File: src/rtl/uart_tx_arbiter.sv
`default_nettype none
// ============================================================================
//  Module   : uart_tx_arbiter
//  Purpose  : Round-robin arbiter sharing one UART transmitter among NUM_REQ
//             byte producers. A requester may hold ownership with lock_i
//             so that a multi-byte packet goes out uninterrupted. Each
//             transfer is issued, then confirmed by tx_busy_i rising and
//             falling. If busy never rises, a start-timeout error is pulsed.
//  Ports    : clock_i    - clock, rising edge
//             reset_i    - synchronous active-high reset
//             req_i      - per-requester send request (level)
//             lock_i     - per-requester hold-ownership request
//             data_i     - requester k byte in bits [8k+7:8k]
//             ack_o      - one-hot 1-cycle accept pulse
//             owner_o    - one-hot locked owner, 0 if none
//             tx_write_o - write strobe to the transmitter
//             tx_data_o  - byte to the transmitter (held until next issue)
//             tx_busy_i  - transmitter busy flag
//             error_o    - 1-cycle pulse on start timeout
//  Revision : 1.0 - initial release
// ============================================================================
module uart_tx_arbiter #(
    parameter int NUM_REQ       = 4,
    parameter int START_TIMEOUT = 8
) (
    input  logic                 clock_i,
    input  logic                 reset_i,
    input  logic [NUM_REQ-1:0]   req_i,
    input  logic [NUM_REQ-1:0]   lock_i,
    input  logic [8*NUM_REQ-1:0] data_i,
    output logic [NUM_REQ-1:0]   ack_o,
    output logic [NUM_REQ-1:0]   owner_o,
    output logic                 tx_write_o,
    output logic [7:0]           tx_data_o,
    input  logic                 tx_busy_i,
    output logic                 error_o
);

    localparam int c_PTR_W = (NUM_REQ > 1) ? $clog2(NUM_REQ) : 1;
    localparam int c_CNT_W = $clog2(START_TIMEOUT + 1);
    localparam logic [c_CNT_W-1:0] c_CNT_LAST = c_CNT_W'(START_TIMEOUT - 1);
    localparam logic [c_CNT_W-1:0] c_CNT_ONE  = c_CNT_W'(1);

    typedef enum logic [1:0] {
        S_IDLE       = 2'd0,
        S_ISSUE      = 2'd1,
        S_WAIT_START = 2'd2,
        S_WAIT_DONE  = 2'd3
    } state_t;

    state_t               r_state;
    logic [c_PTR_W-1:0]   r_rr_ptr;
    logic [c_CNT_W-1:0]   r_cnt;

    logic                 w_owner_locked;
    logic [NUM_REQ-1:0]   w_eligible;
    logic                 w_found;
    logic [NUM_REQ-1:0]   w_win_onehot;
    logic [7:0]           w_win_data;
    logic                 w_win_lock;
    logic [c_PTR_W-1:0]   w_next_ptr;

    // Winner selection: a locked owner masks every other requester (even
    // when its own request is low); otherwise search upward from r_rr_ptr.
    always_comb begin
        int idx;
        idx            = 0;
        w_owner_locked = |(owner_o & lock_i);
        w_eligible     = w_owner_locked ? (req_i & owner_o) : req_i;
        w_found        = 1'b0;
        w_win_onehot   = '0;
        w_win_data     = '0;
        w_win_lock     = 1'b0;
        w_next_ptr     = '0;
        for (int i = 0; i < NUM_REQ; i++) begin
            idx = int'(r_rr_ptr) + i;
            if (idx >= NUM_REQ) begin
                idx = idx - NUM_REQ;
            end
            if (!w_found && w_eligible[idx]) begin
                w_found           = 1'b1;
                w_win_onehot[idx] = 1'b1;
                w_win_data        = data_i[idx*8 +: 8];
                w_win_lock        = lock_i[idx];
                w_next_ptr        = (idx == NUM_REQ - 1) ? '0 : c_PTR_W'(idx + 1);
            end
        end
    end

    always_ff @(posedge clock_i) begin
        if (reset_i) begin
            r_state    <= S_IDLE;
            r_rr_ptr   <= '0;
            r_cnt      <= '0;
            owner_o    <= '0;
            ack_o      <= '0;
            tx_write_o <= 1'b0;
            tx_data_o  <= 8'h00;
            error_o    <= 1'b0;
        end else begin
            // Strobes are single-cycle by default.
            ack_o      <= '0;
            tx_write_o <= 1'b0;
            error_o    <= 1'b0;
            case (r_state)
                S_IDLE: begin
                    // Ownership lapses as soon as the owner drops its lock.
                    if (!w_owner_locked) begin
                        owner_o <= '0;
                    end
                    if (!tx_busy_i && w_found) begin
                        r_state    <= S_ISSUE;
                        tx_write_o <= 1'b1;
                        tx_data_o  <= w_win_data;
                        ack_o      <= w_win_onehot;
                        r_rr_ptr   <= w_next_ptr;
                        owner_o    <= w_win_lock ? w_win_onehot : '0;
                    end
                end
                S_ISSUE: begin
                    r_state <= S_WAIT_START;
                    r_cnt   <= '0;
                end
                S_WAIT_START: begin
                    if (tx_busy_i) begin
                        r_state <= S_WAIT_DONE;
                    end else if (r_cnt == c_CNT_LAST) begin
                        // Transmitter never acknowledged; owner is kept so a
                        // locked packet can retry.
                        error_o <= 1'b1;
                        r_state <= S_IDLE;
                    end else begin
                        r_cnt <= r_cnt + c_CNT_ONE;
                    end
                end
                S_WAIT_DONE: begin
                    if (!tx_busy_i) begin
                        r_state <= S_IDLE;
                    end
                end
                default: r_state <= S_IDLE;
            endcase
        end
    end

endmodule
`default_nettype wire
File: config.mk
export PLATFORM = sky130hd
export DESIGN_NAME = uart_tx_arbiter
export DESIGN_NICKNAME = d
export VERILOG_FILES = /design/src/rtl/uart_tx_arbiter.sv
export SDC_FILE = /design/constraint.sdc
export NUM_CORES = 1
export LEC_CHECK = 0
export CAP_MARGIN = 20
export CORE_ASPECT_RATIO = 0.75
export CORE_UTILIZATION = 40
export CTS_CLUSTER_DIAMETER = 100
export DETAILED_ROUTE_END_ITERATION = 10
export PLACE_DENSITY = 0.77
export SLEW_MARGIN = 20
export SYNTH_ARGS = -nofsm -noshare
export SYNTH_HDL_FRONTEND = slang
export SYNTH_SLANG_ARGS = --single-unit
File: constraint.sdc
create_clock -name clock_i -period 8.05 [get_ports clock_i]
set_clock_uncertainty 0.15 [all_clocks]
set_input_delay 0.805 -clock clock_i [delete_from_list [all_inputs] [get_ports clock_i]]
set_output_delay 0.805 -clock clock_i [all_outputs]
set_load 0.02 [all_outputs]
==> impl_metrics.json, run 1 <==
{
  "powerDensity_mw_per_mm2": 334,
  "cts_tree": "yes",
  "cts_hold_buffers": 0,
  "setup_viol": 0,
  "min_path_type": "reg -> reg",
  "max_slew_margin_pct": 33.0,
  "gr-usage-met2_pct": 33.0,
  "instances_no_fill": 417,
  "synth_async_sr_flop_share_pct": 0,
  "clk_pin_slew_ns": 0.09,
  "grt-ovfl-total": 0,
  "clockRootBuffer": "clkbuf_8",
  "path_max_fanout": 25,
  "cts-resized-gates": 0,
  "yosysWarnings": 0,
  "cts_sinks": 26,
  "yosys_register_bits": 26,
  "drcViolationCount": 0,
  "yosysUniqueCellTypes": 46,
  "dp.cells": 413,
  "die_x_um": 94.5,
  "vias_per_cell": 6.32,
  "wl_per_cell_um": 16.7,
  "pin_count": 61,
  "ir_drop_mv": 0.209,
  "register_area_um2": 522,
  "final_cell_mix": "clkdlybuf4s50_1, nand2_1, a21oi_1, mux4_2, dfxtp_1",
  "rsz0062_at_grt": "false",
  "total_power_uw": 1090,
  "start_kind": "register",
  "syn_avg_cell_area_um2": 8.70,
  "fmax_mhz": 210,
  "setup_ws_ns": 3.28,
  "ys.flop_type": "dfxtp_1",
  "synthCells": 295,
  "synth_area_leaders": "mux4_2, dfxtp_1, mux2i_1",
  "met1_usage_pct": 31.5,
  "drive_gt1_share_pct": 11.8,
  "antenna_found_initial": 0,
  "drtIter0Drc": 353,
  "dieHeight_um": 71.4,
  "finalHoldViolCount": 0,
  "htree_levels": 1,
  "crit_required_ns": 8.09,
  "grt_use_total_pct": 20.9,
  "cts_buffers": 3,
  "synth_edf_count": 0,
  "worstSetupEndpointType": "register",
  "fp.coreArea_mm2": 0.00601,
  "status": "completed",
  "syn_nets": 346,
  "yosysSeqAreaShare_pct": 20.3,
  "synth_area_leader_cell": "mux4_2",
  "finish.utilization_pct": 54.4,
  "gp_congestion": 0.834,
  "finalCriticalPeriod_ns": 4.77,
  "slew_violations": 0,
  "critical_path_class": "reg -> reg",
  "fin_crit_sh_pct": 59.3,
  "grt_pass1_vias": 2351,
  "clkLatencyLatePin_ns": 0.27,
  "grt_pass1_wl_um": 11500,
  "maxCapViolCount": 0,
  "num_rows": 24,
  "synth_top_area_share_pct": 21.9,
  "cts_setup_buffers": 0,
  "multi_input_area_mm2": 0.00193,
  "dp_hpwl_um": 5170,
  "drt-total-wl_um": 6970,
  "num_vias": 2635,
  "layout_commonest_cell": "clkdlybuf4s50_1",
  "area_delta_synth_final_pct": 27.3,
  "antenna_cells": 0,
  "netlist_area_mm2": 0.00257,
  "arrival_ns": 4.81,
  "initial_core_util_pct": 42.7,
  "grt_max_degree": 48,
  "met3_usage_pct": 2.12,
  "portBuffers": 60,
  "layout.nets": 391,
  "dieArea_mm2": 0.00674,
  "ant_nets": 0,
  "dr.pass1.iters": 5,
  "fin_tns_setup_ns": 0,
  "grt_busiest_layer": "met2",
  "nFillCells": 559,
  "pre_cts_ws_ns": 3.30,
  "worst_pin_slew_ns": 1.00,
  "leakagePower_uw": 0.00106,
  "clockBufferDepth": 2
}
[flip-flops by register name, summed over array words and instances (netlist names)]
signal and flops:
tx_data_o 8, ack_o 4, owner_o 4, r_cnt 4, error_o 1, tx_write_o 1, r_rr_ptr 2, r_state 2
[report_power, final]
| group | switching (uW) | total (uW) | internal, uW |
|---|---|---|---|
| Sequential | 26.8 | 188 | 161 |
| Clock | 38.9 | 105 | 66.4 |
| Combinational | 455 | 797 | 342 |
[kinds of logic (layout without fill, tap and decap cells)]
group / Yosys count / in the layout / synth area share [%]
compound gates: 87 / 87 / 23.2
xor+xnor: 1 / 1 / 0.341
fa+ha+maj: 8 / 8 / 3.90
buf+inv: 28 / 72 / 4.39
flops: 26 / 26 / 20.3
mux: 41 / 41 / 28.2
simple gates: 104 / 104 / 19.7
[through the flow]
stage | instance area (um^2) | hold WS [ns]
5_1_grt | 3270 | 0.379
3_5_place_dp | 3190 | 0.337
3_3_place_gp | 3190 | 0.332
4_1_cts | 3270 | 0.350
6_report | 3270 | 0.351
2_1_floorplan | 2570 | 0.315
[worst max-delay path: stages (launching register included)]
cell and delay [ns]:
dfxtp_1 0.77, inv_1 0.58, ha_1 1.14, mux4_2 0.66, nor2_1 0.15, a311o_1 0.51
or4_1 0.57, a21oi_1 0.13
[routing by layer]
metal | wire, um | up-vias
li1 | - | 1258
met1 | 3250 | 1247
met2 | 3180 | 128
met3 | 518 | 2
met4 | 20 | 0
met5 | 0 | -
[Yosys cell counts (2+ instances only)]
library cell / count
a211oi_1: 13
buf_2: 6
a311oi_1: 2
o21ai_1: 3
nor3_1: 10
or3_1: 3
o21a_1: 2
dfxtp_1: 26
ha_1: 8
nand2_1: 34
inv_1: 5
nor2_1: 21
a31oi_1: 12
o31ai_1: 6
o22ai_1: 8
nand4_1: 14
a22oi_1: 3
mux2i_1: 16
and2_1: 4
a222oi_1: 2
nand3_1: 6
buf_1: 4
clkbuf_1: 13
a21oi_1: 26
mux4_2: 25
o21ai_0: 2
or2_2: 2
[path summary, 6_finish.rpt]
kind	slack, ns	depth (start not counted)	startpoint	end
max	3.28	7	r_rr_ptr[1]$_SDFFE_PP0P_	r_rr_ptr[0]$_SDFFE_PP0P_
min	0.35	2	tx_data_o[7]$_SDFFE_PP0P_	tx_data_o[7]$_SDFFE_PP0P_
max reg2reg	3.28	7	r_rr_ptr[1]$_SDFFE_PP0P_	r_rr_ptr[0]$_SDFFE_PP0P_
min reg2reg	0.35	2	tx_data_o[7]$_SDFFE_PP0P_	tx_data_o[7]$_SDFFE_PP0P_
[cell type report]
cell class | count | share of cell area, %
inverters | 5 | 0.575
flip-flops and latches | 26 | 16.0
multi-input cells | 241 | 59.2
clock buffers | 3 | 1.26
well taps | 78 | 2.99
repair buffers | 63 | 19.1
clock inverters | 1 | 0.920
Power figures use the tool's default switching activity.
==> inputs of run 2 (changes only) <==
==> constraint.sdc (replaced) <==
create_clock -name clock_i -period 4.6 [get_ports clock_i]
set_clock_uncertainty 0.15 [all_clocks]
set_input_delay 0.46 -clock clock_i [delete_from_list [all_inputs] [get_ports clock_i]]
set_output_delay 0.46 -clock clock_i [all_outputs]
set_load 0.02 [all_outputs]
==> run 2 against run 1 <==
Against the previous run:
- via count shrank 0.15%
- setup slack worse by 2.5 ns
- cell count rose by 0.48%
- largest power group unchanged
- largest cell class unchanged
==> impl_metrics.json, run 2 (synthesized netlist as in run 1, its figures left out) <==
{
  "status": "completed",
  "grt_pass1_vias": 2436,
  "worst_pin_slew_ns": 0.740,
  "rsz0062_at_grt": "false",
  "pin_count": 61,
  "p_comb_share_pct": 74.4,
  "top_register": "tx_data_o",
  "layout_commonest_cell": "clkdlybuf4s50_1",
  "final_cell_mix": "clkdlybuf4s50_1, nand2_1, a21oi_1, mux4_2, dfxtp_1",
  "critical_path_class": "reg -> reg",
  "htree_levels": 1,
  "maxCapViolCount": 0,
  "final_area_mm2": 0.00326,
  "placed_cell_area_mm2": 0.00322,
  "finalHoldViolCount": 0,
  "worstHoldPathCells": 2,
  "num_vias": 2631,
  "max_slew_margin_pct": 50.7,
  "arrival_ns": 3.82,
  "finalCriticalPeriod_ns": 3.79,
  "nFillCells": 551,
  "fin_crit_sh_pct": 82.5,
  "crit_required_ns": 4.63,
  "crit_chain": "inv_1, ha_1, mux4_2, nor2_1, a311o_1, or4_1, a21oi_1",
  "drt-total-wl_um": 7130,
  "cts_sinks": 26,
  "instances_no_fill": 419,
  "pwr-share-seq_pct": 19.1,
  "num_rows": 24,
  "worstSetupEndpointType": "register",
  "drtIter0Drc": 235,
  "powerDensity_mw_per_mm2": 570,
  "initial_core_util_pct": 42.7,
  "dieHeight_um": 71.4,
  "cts_setup_buffers": 0,
  "die_x_um": 94.5,
  "dieArea_mm2": 0.00674,
  "fin_tns_setup_ns": 0,
  "power_frac_clock_pct": 6.4,
  "p_sw_uw": 912,
  "portBuffers": 60,
  "slew_violations": 0,
  "crit_path_max_incr_delay_ns": 0.70,
  "drcViolationCount": 0,
  "grt_pass1_wl_um": 11800,
  "area_delta_synth_final_pct": 27.0,
  "r2r_cells": 7,
  "slowest_stage": "dfxtp_2",
  "dr.pass1.iters": 5,
  "cts_buffers": 3,
  "layout.nets": 394,
  "cts-resized-gates": 0,
  "gp_congestion": 0.877,
  "grt-ovfl-total": 0,
  "antenna_found_initial": 0,
  "antenna_cells": 0,
  "leakagePower_uw": 0.00106,
  "ir_drop_mv": 0.274,
  "clkLatencyLatePin_ns": 0.26,
  "clk_pin_slew_ns": 0.08,
  "clockRootBuffer": "clkbuf_8",
  "p_int_uw": 944,
  "fmax_mhz": 264,
  "ant_nets": 0,
  "clockBufferDepth": 2,
  "path_max_fanout": 20,
  "setup_viol": 0,
  "grt_max_degree": 29,
  "drive_gt1_share_pct": 12.3,
  "dp.cells": 416,
  "cts_hold_buffers": 0,
  "min_path_type": "reg -> reg",
  "cts_tree": "yes",
  "dp_hpwl_um": 5430,
  "fp.coreArea_mm2": 0.00601,
  "p_sw_share_pct": 49.1,
  "start_kind": "register",
  "vias_per_cell": 6.28,
  "wl_per_cell_um": 17.0,
  "largest_register_ffs": 8,
  "grt_use_total_pct": 21.8
}
## run 2: through the flow
stage	utilization (%)	hold slack (ns)	power [uW]	worst slack [ns]
finish	54.3	0.344	1860	0.806
global route	54.3	0.372	1990	0.524
CTS	54.3	0.346	1850	0.792
floorplan	-	0.315	1370	1.14
global placement	53.6	0.328	1700	0.940
detailed placement	53.6	0.330	1730	0.803
## run 2: area by class of cell
class / instances / area, um^2 / area share (%)
timing repair buffer: 66 / 646 / 19.8
sequential: 26 / 522 / 16.0
tap: 78 / 97.6 / 3.00
multi-input combinational: 241 / 1930 / 59.3
inverter: 5 / 18.8 / 0.576
clock buffer: 3 / 41.3 / 1.27
## run 2: worst paths after layout
| kind | from | slack (ns) | to |
|---|---|---|---|
| min | tx_data_o[4]$_SDFFE_PP0P_ | 0.34 | tx_data_o[4]$_SDFFE_PP0P_ |
| max reg2reg | r_rr_ptr[0]$_SDFFE_PP0P_ | 0.81 | r_rr_ptr[0]$_SDFFE_PP0P_ |
| min reg2reg | tx_data_o[4]$_SDFFE_PP0P_ | 0.34 | tx_data_o[4]$_SDFFE_PP0P_ |
| max | r_rr_ptr[0]$_SDFFE_PP0P_ | 0.81 | r_rr_ptr[0]$_SDFFE_PP0P_ |
## run 2: power by group through the flow
stage | Clock (uW) | Sequential [uW] | Combinational, uW
3_5_place_dp | 0 | 362 | 1370
4_1_cts | 124 | 357 | 1370
6_report | 120 | 355 | 1380
2_1_floorplan | 0 | 379 | 991
5_1_grt | 133 | 368 | 1490
3_3_place_gp | 0 | 360 | 1350
## run 2: critical path: cells and delay by family, from the launching register on
kind	cells	cell delay, ns
buffers and inverters	1	0.32
AOI/OAI and AO/OA	2	0.64
and+or+nand+nor	2	0.72
muxes	1	0.56
DFF	1	0.70
adders and majority gates	1	0.61
## run 2: per-layer routing
metal / wire length [um] / vias to the layer above / GRT usage (%)
li1: - / 1267 / -
met1: 3280 / 1255 / 31.9
met2: 3270 / 101 / 34.0
met3: 522 / 8 / 2.97
met4: 64 / 0 / 5.39
met5: 0 / - / 0
